[config.mk]
export PLATFORM = sky130hd
export DESIGN_NAME = mem_transpose_buf
export DESIGN_NICKNAME = d
export VERILOG_FILES = /design/src/rtl/mem_transpose_buf.sv
export SDC_FILE = /design/constraint.sdc
export NUM_CORES = 1
export LEC_CHECK = 0
export CAP_MARGIN = 5
export CORE_ASPECT_RATIO = 0.6
export CORE_UTILIZATION = 36
export CTS_BUF_LIST = sky130_fd_sc_hd__clkbuf_4 sky130_fd_sc_hd__clkbuf_8 sky130_fd_sc_hd__clkbuf_16
export DETAILED_ROUTE_END_ITERATION = 10
export HOLD_SLACK_MARGIN = 0.15
export SLEW_MARGIN = 30
export SYNTH_ARGS = -nofsm -noshare
export SYNTH_HDL_FRONTEND = slang
export SYNTH_SLANG_ARGS = --single-unit
[constraint.sdc]
create_clock -name clk -period 6.9 [get_ports clk]
set_clock_uncertainty 0.05 [all_clocks]
set_input_delay 1.38 -clock clk [delete_from_list [all_inputs] [get_ports clk]]
set_output_delay 1.38 -clock clk [all_outputs]
set_load 0.005 [all_outputs]
[src/rtl/mem_transpose_buf.sv]
// mem_transpose_buf: ping-pong 4x4 transpose of A/S row words into column operand pairs
module mem_transpose_buf #(
    parameter int DATA_W = 64,
    parameter int ELEM_W = 16,
    parameter int LANES  = 4,
    localparam int CW    = $clog2(LANES)
) (
    input  logic              clk,
    input  logic              rst,
    input  logic              calc_init,
    input  logic              in_valid,
    input  logic [DATA_W-1:0] in_data_a,
    input  logic [DATA_W-1:0] in_data_s,
    output logic              in_ready,
    output logic              out_valid,
    input  logic              out_ready,
    output logic [DATA_W-1:0] out_left,
    output logic [DATA_W-1:0] out_right,
    output logic [CW-1:0]     out_col,
    output logic              out_last,
    output logic              overflow
);
    typedef enum logic {R_IDLE, R_DRAIN} rstate_t;

    logic [DATA_W-1:0] bank_a [2][LANES];
    logic [DATA_W-1:0] bank_s [2][LANES];
    logic [CW-1:0]     wr_cnt, rd_col, ld_col;
    logic              wr_bank, rd_bank;
    logic [1:0]        full, full_next;
    rstate_t           state;
    logic              wr_en, wr_last, free, load, done;
    logic [DATA_W-1:0] col_a, col_s;

    always_comb begin
        in_ready  = !full[wr_bank];
        wr_en     = in_valid && in_ready && !calc_init;
        wr_last   = wr_en && wr_cnt == CW'(LANES - 1);
        free      = !out_valid || out_ready;
        ld_col    = (state == R_IDLE) ? '0 : rd_col;
        load      = free && full[rd_bank];
        done      = load && ld_col == CW'(LANES - 1);
        full_next = full;
        if (done)
            full_next[rd_bank] = 1'b0;
        if (wr_last)
            full_next[wr_bank] = 1'b1;
        col_a = '0;
        col_s = '0;
        for (int r = 0; r < LANES; r++) begin
            col_a[ELEM_W*r +: ELEM_W] = bank_a[rd_bank][r][ELEM_W*ld_col +: ELEM_W];
            col_s[ELEM_W*r +: ELEM_W] = bank_s[rd_bank][r][ELEM_W*ld_col +: ELEM_W];
        end
    end

    // Bank contents survive reset; full flags alone decide what is valid.
    always_ff @(posedge clk) begin
        if (wr_en) begin
            bank_a[wr_bank][wr_cnt] <= in_data_a;
            bank_s[wr_bank][wr_cnt] <= in_data_s;
        end
    end

    always_ff @(posedge clk) begin
        if (rst || calc_init) begin
            wr_cnt    <= '0;
            rd_col    <= '0;
            wr_bank   <= 1'b0;
            rd_bank   <= 1'b0;
            full      <= '0;
            state     <= R_IDLE;
            out_valid <= 1'b0;
            out_left  <= '0;
            out_right <= '0;
            out_col   <= '0;
            out_last  <= 1'b0;
            overflow  <= 1'b0;
        end else begin
            full <= full_next;
            if (wr_en)
                wr_cnt <= wr_cnt + 1'b1;
            if (wr_last)
                wr_bank <= !wr_bank;
            if (in_valid && !in_ready)
                overflow <= 1'b1;
            if (load) begin
                out_valid <= 1'b1;
                out_left  <= col_a;
                out_right <= col_s;
                out_col   <= ld_col;
                out_last  <= done;
                rd_col    <= ld_col + 1'b1;
                state     <= R_DRAIN;
                if (done) begin
                    rd_bank <= !rd_bank;
                    state   <= full[!rd_bank] ? R_DRAIN : R_IDLE;
                end
            end else if (free) begin
                out_valid <= 1'b0;
            end
        end
    end
endmodule

== Yosys cells after proc, flatten, opt, wreduce, memory -nomap -nowiden ==
Memory sizes are Yosys's and may differ from the RTL's. A register that Yosys moved wholly into a read port is not among the register bits.
Cells that the tools add are included.
Word-level totals
  output and inout bits: 134
  word-level logic and storage cells: 80
  bits in registers: 142
  memories kept: 2
  RAM bits: 1024
Operators by class
  reductions and logical operators: 18
  shifts and indexed selects: 8
  equal/unequal tests: 2
  add/sub/neg operators: 2
  multiplexer cells: 25
  bitwise logic cells: 4
  order comparisons: 7
Memory list
  bank_a: words 2, bits a word 256, read ports 1, clocked after memory_dff 1, write ports 1, line 25  | logic [DATA_W-1:0] bank_a [2][LANES];
  bank_s: words 2, bits a word 256, read ports 1, clocked after memory_dff 1, write ports 1, line 26  | logic [DATA_W-1:0] bank_s [2][LANES];
Operators with widths (count)
  indexed part select 64 x 7 -> 16 bit: 8
  two-way mux 256 bit: 1
  demux 64 bit (select 2 bit): 1
  two-way mux 64 bit: 1
  two-way mux 1 bit: 17
  logical AND 1 bit: 9
  less-than comparator 1 x 2 -> 1 bit, second input constant: 3
  two-way mux 2 bit: 3
  logical NOT 1 bit: 5
  adder 2 x 1 -> 2 bit, second input constant: 2
  == test 2 bit, second input constant: 2
  greater-or-equal comparator 3 bit, second input constant: 1
  less-than comparator 3 x 1 -> 1 bit, second input constant: 1
  inverter 2 -> 3 bit: 1
  bitwise AND 2 bit: 1
  demux 1 bit (select 1 bit): 2
  greater-or-equal comparator 1 bit, second input constant: 2
  logical OR 1 bit: 2
  inverter 2 bit: 1
  bitwise OR 2 bit: 1
  AND reduction 2 bit: 1
  nonzero test 2 bit: 1

== Longest topological paths before layout ==
  depth after elaboration: 9
  gate-level depth with buffers: 8
  mapped depth without buffers: 5

== Worst setup path after synthesis ==
OpenSTA, ideal clock, no wires.
  kind: in2reg
  start: input calc_init
  end: register full[1]
  path buffers: 0
  slack: 1.472 ns
  stages on the path: 3
  data required time: 6.778 ns
  data arrival time: 5.306 ns
  path through: nor4bb_1 and2_1 o221a_2
On the way
  longest elaborated chain between the ends: 4
  elaborated cells between the ends (all ways): 5
Ends and longest elaborated chain
  from (decl): line 10  | input logic calc_init,
  logical NOT 1 bit: line 36  | wr_en = in_valid && in_ready && !calc_init;
  logical AND 1 bit: line 36
  logical AND 1 bit: line 37  | wr_last = wr_en && wr_cnt == CW'(LANES - 1);
  two-way mux 2 bit: line 45  | if (wr_last)
  to (signal assigned): line 78  | full <= full_next;
  to (decl): line 29  | logic [1:0] full, full_next;
Parallel ways exist; a longest one is shown, timed or not.
A chain may end at the register's enable or synchronous reset.

== Final worst setup path ==
  start: input in_valid
  end: memory bank_a[0][9] in the netlist's numbering, enable pin
On the way
  longest elaborated chain between the ends: 4
Ends and longest elaborated chain
  from (decl): line 11  | input logic in_valid,
  logical AND 1 bit (2 in a row): line 36
  two-way mux 1 bit: line 57  | if (wr_en) begin
  two-way mux 256 bit (implied by the code): line 58  | bank_a[wr_bank][wr_cnt] <= in_data_a;
  to (decl): line 25
Every way passes these cells.

==> out/metrics.cfg <==
[timing]
worstMarginPinSlew_ns=0.938
post-route-min-period_ns=4.05
finalCritPeriodShare_pct=58.7
hold_violations=0
setup_ws_ns=2.85
setup_tns_ns=0
rsz0062_at_grt=false
relSlewSlack_pct=37.5
slew_violations=0
fmax_ghz=0.247
setup_viol_count_final=0

[clocking]
cts_buffers=105
clk_latency_ns=0.70
path_clk_slew_ns=0.07
ctsHoldBuffers=0
cts_tree=built
cts_resized=0
post_cts_buffers=0
clkSinkCount=1167
clock-root-buffer=clkbuf_16
clockBufferDepth=3
ctsHtreeMaxLevel=3

[pwr]
power.leakage_nw=16.0
swShare_pct=19.5
switchingPower_w=0.00278
clkPwrFrac_pct=43.6
p_per_area_nw_per_um2=280
internal_power_w=0.0114
combPwrFrac_pct=1.9
total_power_w=0.0142
pwr-share-seq_pct=54.5
ir_worst_vdd_mv=0.174

[logic_synthesis]
synth.cells.most_frequent=edfxtp_1, nand2_1, mux4_2, dfxtp_1, a22oi_1
synth_top_flop_cell=edfxtp_1
synthesis.nets=2118
synthMostInstantiatedCell=edfxtp_1
syn_area_sq_um=42500
synth_cell_types=34
synth_edf_count=1024
synth_cells=1980
ys_seq_area_share_pct=79.0
synthTopCellsByArea=edfxtp_1, mux4_2, dfxtp_1, nand2_1, a22oi_1
ys_ff_latch=1167
async_flop_share_pct=0
synth_top_area_share_pct=72.3
synth.avg_cell_area_sq_um=21.5
synth_warnings=0
synth_top_cell_by_area=edfxtp_1

[worst_setup_path]
critPathCaptureType=register
worstPathCellList=clkdlybuf4s50_1 > nor4b_1 > nand2_1 > inv_6 > buf_4
cp_max_fo=77
crit_arrival_ns=4.35
cp.required_ns=7.20
regToRegStartpoint=wr_bank
ff2ff_path_depth=4
timing.rr.end=bank_a[0][9]
cpMaxStageDelayCell=nor4b_1
rrSetupSlack_ns=3.73
startpoint_type=primary input
crit_type=in2reg
critPathMaxStageDelay_ns=0.74

[grt]
grt_pass1_wl_mm=140
overflow=0
grt_util_all_layers_pct=15.9
antenna_found_initial=11
grt_pass1_vias=21000
grt_max_degree=129

[flow_run]
drv_cap=0

[routing]
ant_nets=0
wl_mm=95.4
drc=0
first_pass_iters=5
drt_iter0_markers=1596
vias=19900
viasPerCell=5.03
wl_per_cell_um=24.1

[min_path]
hold_end=rd_col[1]
worstHoldPathCells=2
min_from=rd_col[1]
hold_class=reg2reg

[floorplan]
die_h_um=268
core_sq_um=117000
ios=267
rows=97
start_util_pct=36.4
dieArea_sq_um=120000
chipWidth_um=446

[run_status]
status=finished clean

[placement]
hpwlAfterDp_mm=55.1
place_ws_ns=2.17
gp_congestion=0.712
portBuffers=266

[cells_and_area]
fin_util_pct=43.4
drive_above_1_share_pct=21.6
area.growth.synth_to_final_pct=19.2
final_net_count=2418

## sequential cells by signal, summed over array words and instances (netlist names), named ones only
| register | count |
|---|---|
| wr_bank | 1 |
| state | 1 |
| overflow | 1 |
| out_last | 1 |
| rd_bank | 1 |
| out_col | 2 |
| out_valid | 1 |
| out_left | 64 |
| bank_a | 512 |
| out_right | 64 |
| bank_s | 512 |
| wr_cnt | 2 |
| rd_col | 2 |
| full | 2 |
## worst max-delay path, delay by kind of cell
family	cells	cell delay (ns)
buf+inv	3	1.80
simple gates	2	1.03
## cells by family after synthesis
family	Yosys count	share of synthesized area (%)
flops	1167	79.0
simple gates	300	2.81
mux	259	13.6
compound gates	139	2.65
buf+inv	107	1.69
fa+ha+maj	5	0.147
xor+xnor	3	0.0618
## how the worst max path moves through the flow
stage	from	end	slack, ns	cells after the start
2_1_floorplan	calc_init	full[1]	1.47	3
3_3_place_gp	in_valid	bank_a[0][41]	2.23	5
3_5_place_dp	in_valid	bank_a[0][41]	2.17	5
4_1_cts	in_valid	bank_a[0][9]	2.86	5
5_1_grt	in_valid	bank_a[0][9]	2.73	5
6_report	in_valid	bank_a[0][9]	2.85	5
## metal layers
metal	vias to the layer above	global-route usage (%)	share of wire, %
met1	10600	21.4	43
met3	124	3.63	5.6
li1	8701	-	-
met5	-	0	0.067
met2	486	26.3	50
met4	12	3.73	1.7
## power groups by stage
stage               Clock (W)  Combinational (W)  Sequential [W]
floorplan                   0          0.0000681         0.00789
global placement            0           0.000265         0.00788
detailed placement          0           0.000276         0.00789
CTS                   0.00633           0.000277         0.00773
global route          0.00659           0.000290         0.00773
finish                0.00619           0.000270         0.00773
## final cells by class
class                      count  area [sq um]
multi-input combinational    706          8250
timing repair buffer         296          3110
fill                        9857         66100
clock inverter                55           709
sequential                  1167         33600
antenna                        3          7.51
inverter                       4          20.0
tap                         1584          1980
clock buffer                 143          3040
## cells in the final DEF (no fill, tap or decap), types with 2 or more instances in the layout
cell | netlist | layout
nor3_1 | 3 | 3
diode_2 | 0 | 3
inv_16 | 0 | 3
nor2_1 | 10 | 10
clkinv_4 | 0 | 2
buf_4 | 15 | 13
clkbuf_8 | 0 | 17
xor2_1 | 2 | 2
dfxtp_1 | 143 | 142
ha_1 | 5 | 5
a22oi_2 | 20 | 20
edfxtp_1 | 1024 | 1024
inv_1 | 4 | 3
nand2_1 | 266 | 266
a22oi_1 | 108 | 108
buf_16 | 0 | 3
clkinv_2 | 0 | 27
nand3_1 | 3 | 3
mux2i_1 | 2 | 2
clkbuf_16 | 0 | 106
and2_4 | 0 | 8
clkinv_1 | 0 | 6
clkinv_16 | 0 | 2
bufinv_16 | 0 | 13
buf_12 | 0 | 13
clkdlybuf4s50_1 | 0 | 266
clkbuf_4 | 0 | 20
a21oi_1 | 8 | 8
mux4_2 | 256 | 256
## through the flow
step	hold WS, ns	cells	instance area [sq um]
final	0.404	3958	50700
after global routing	0.436	3958	50700
after CTS	0.404	3951	50600
after detailed placement	0.394	3753	46900
after global placement	0.389	3750	46800
after floorplan	0.382	1980	42500
No activity file was read; power rests on OpenSTA's default activity.
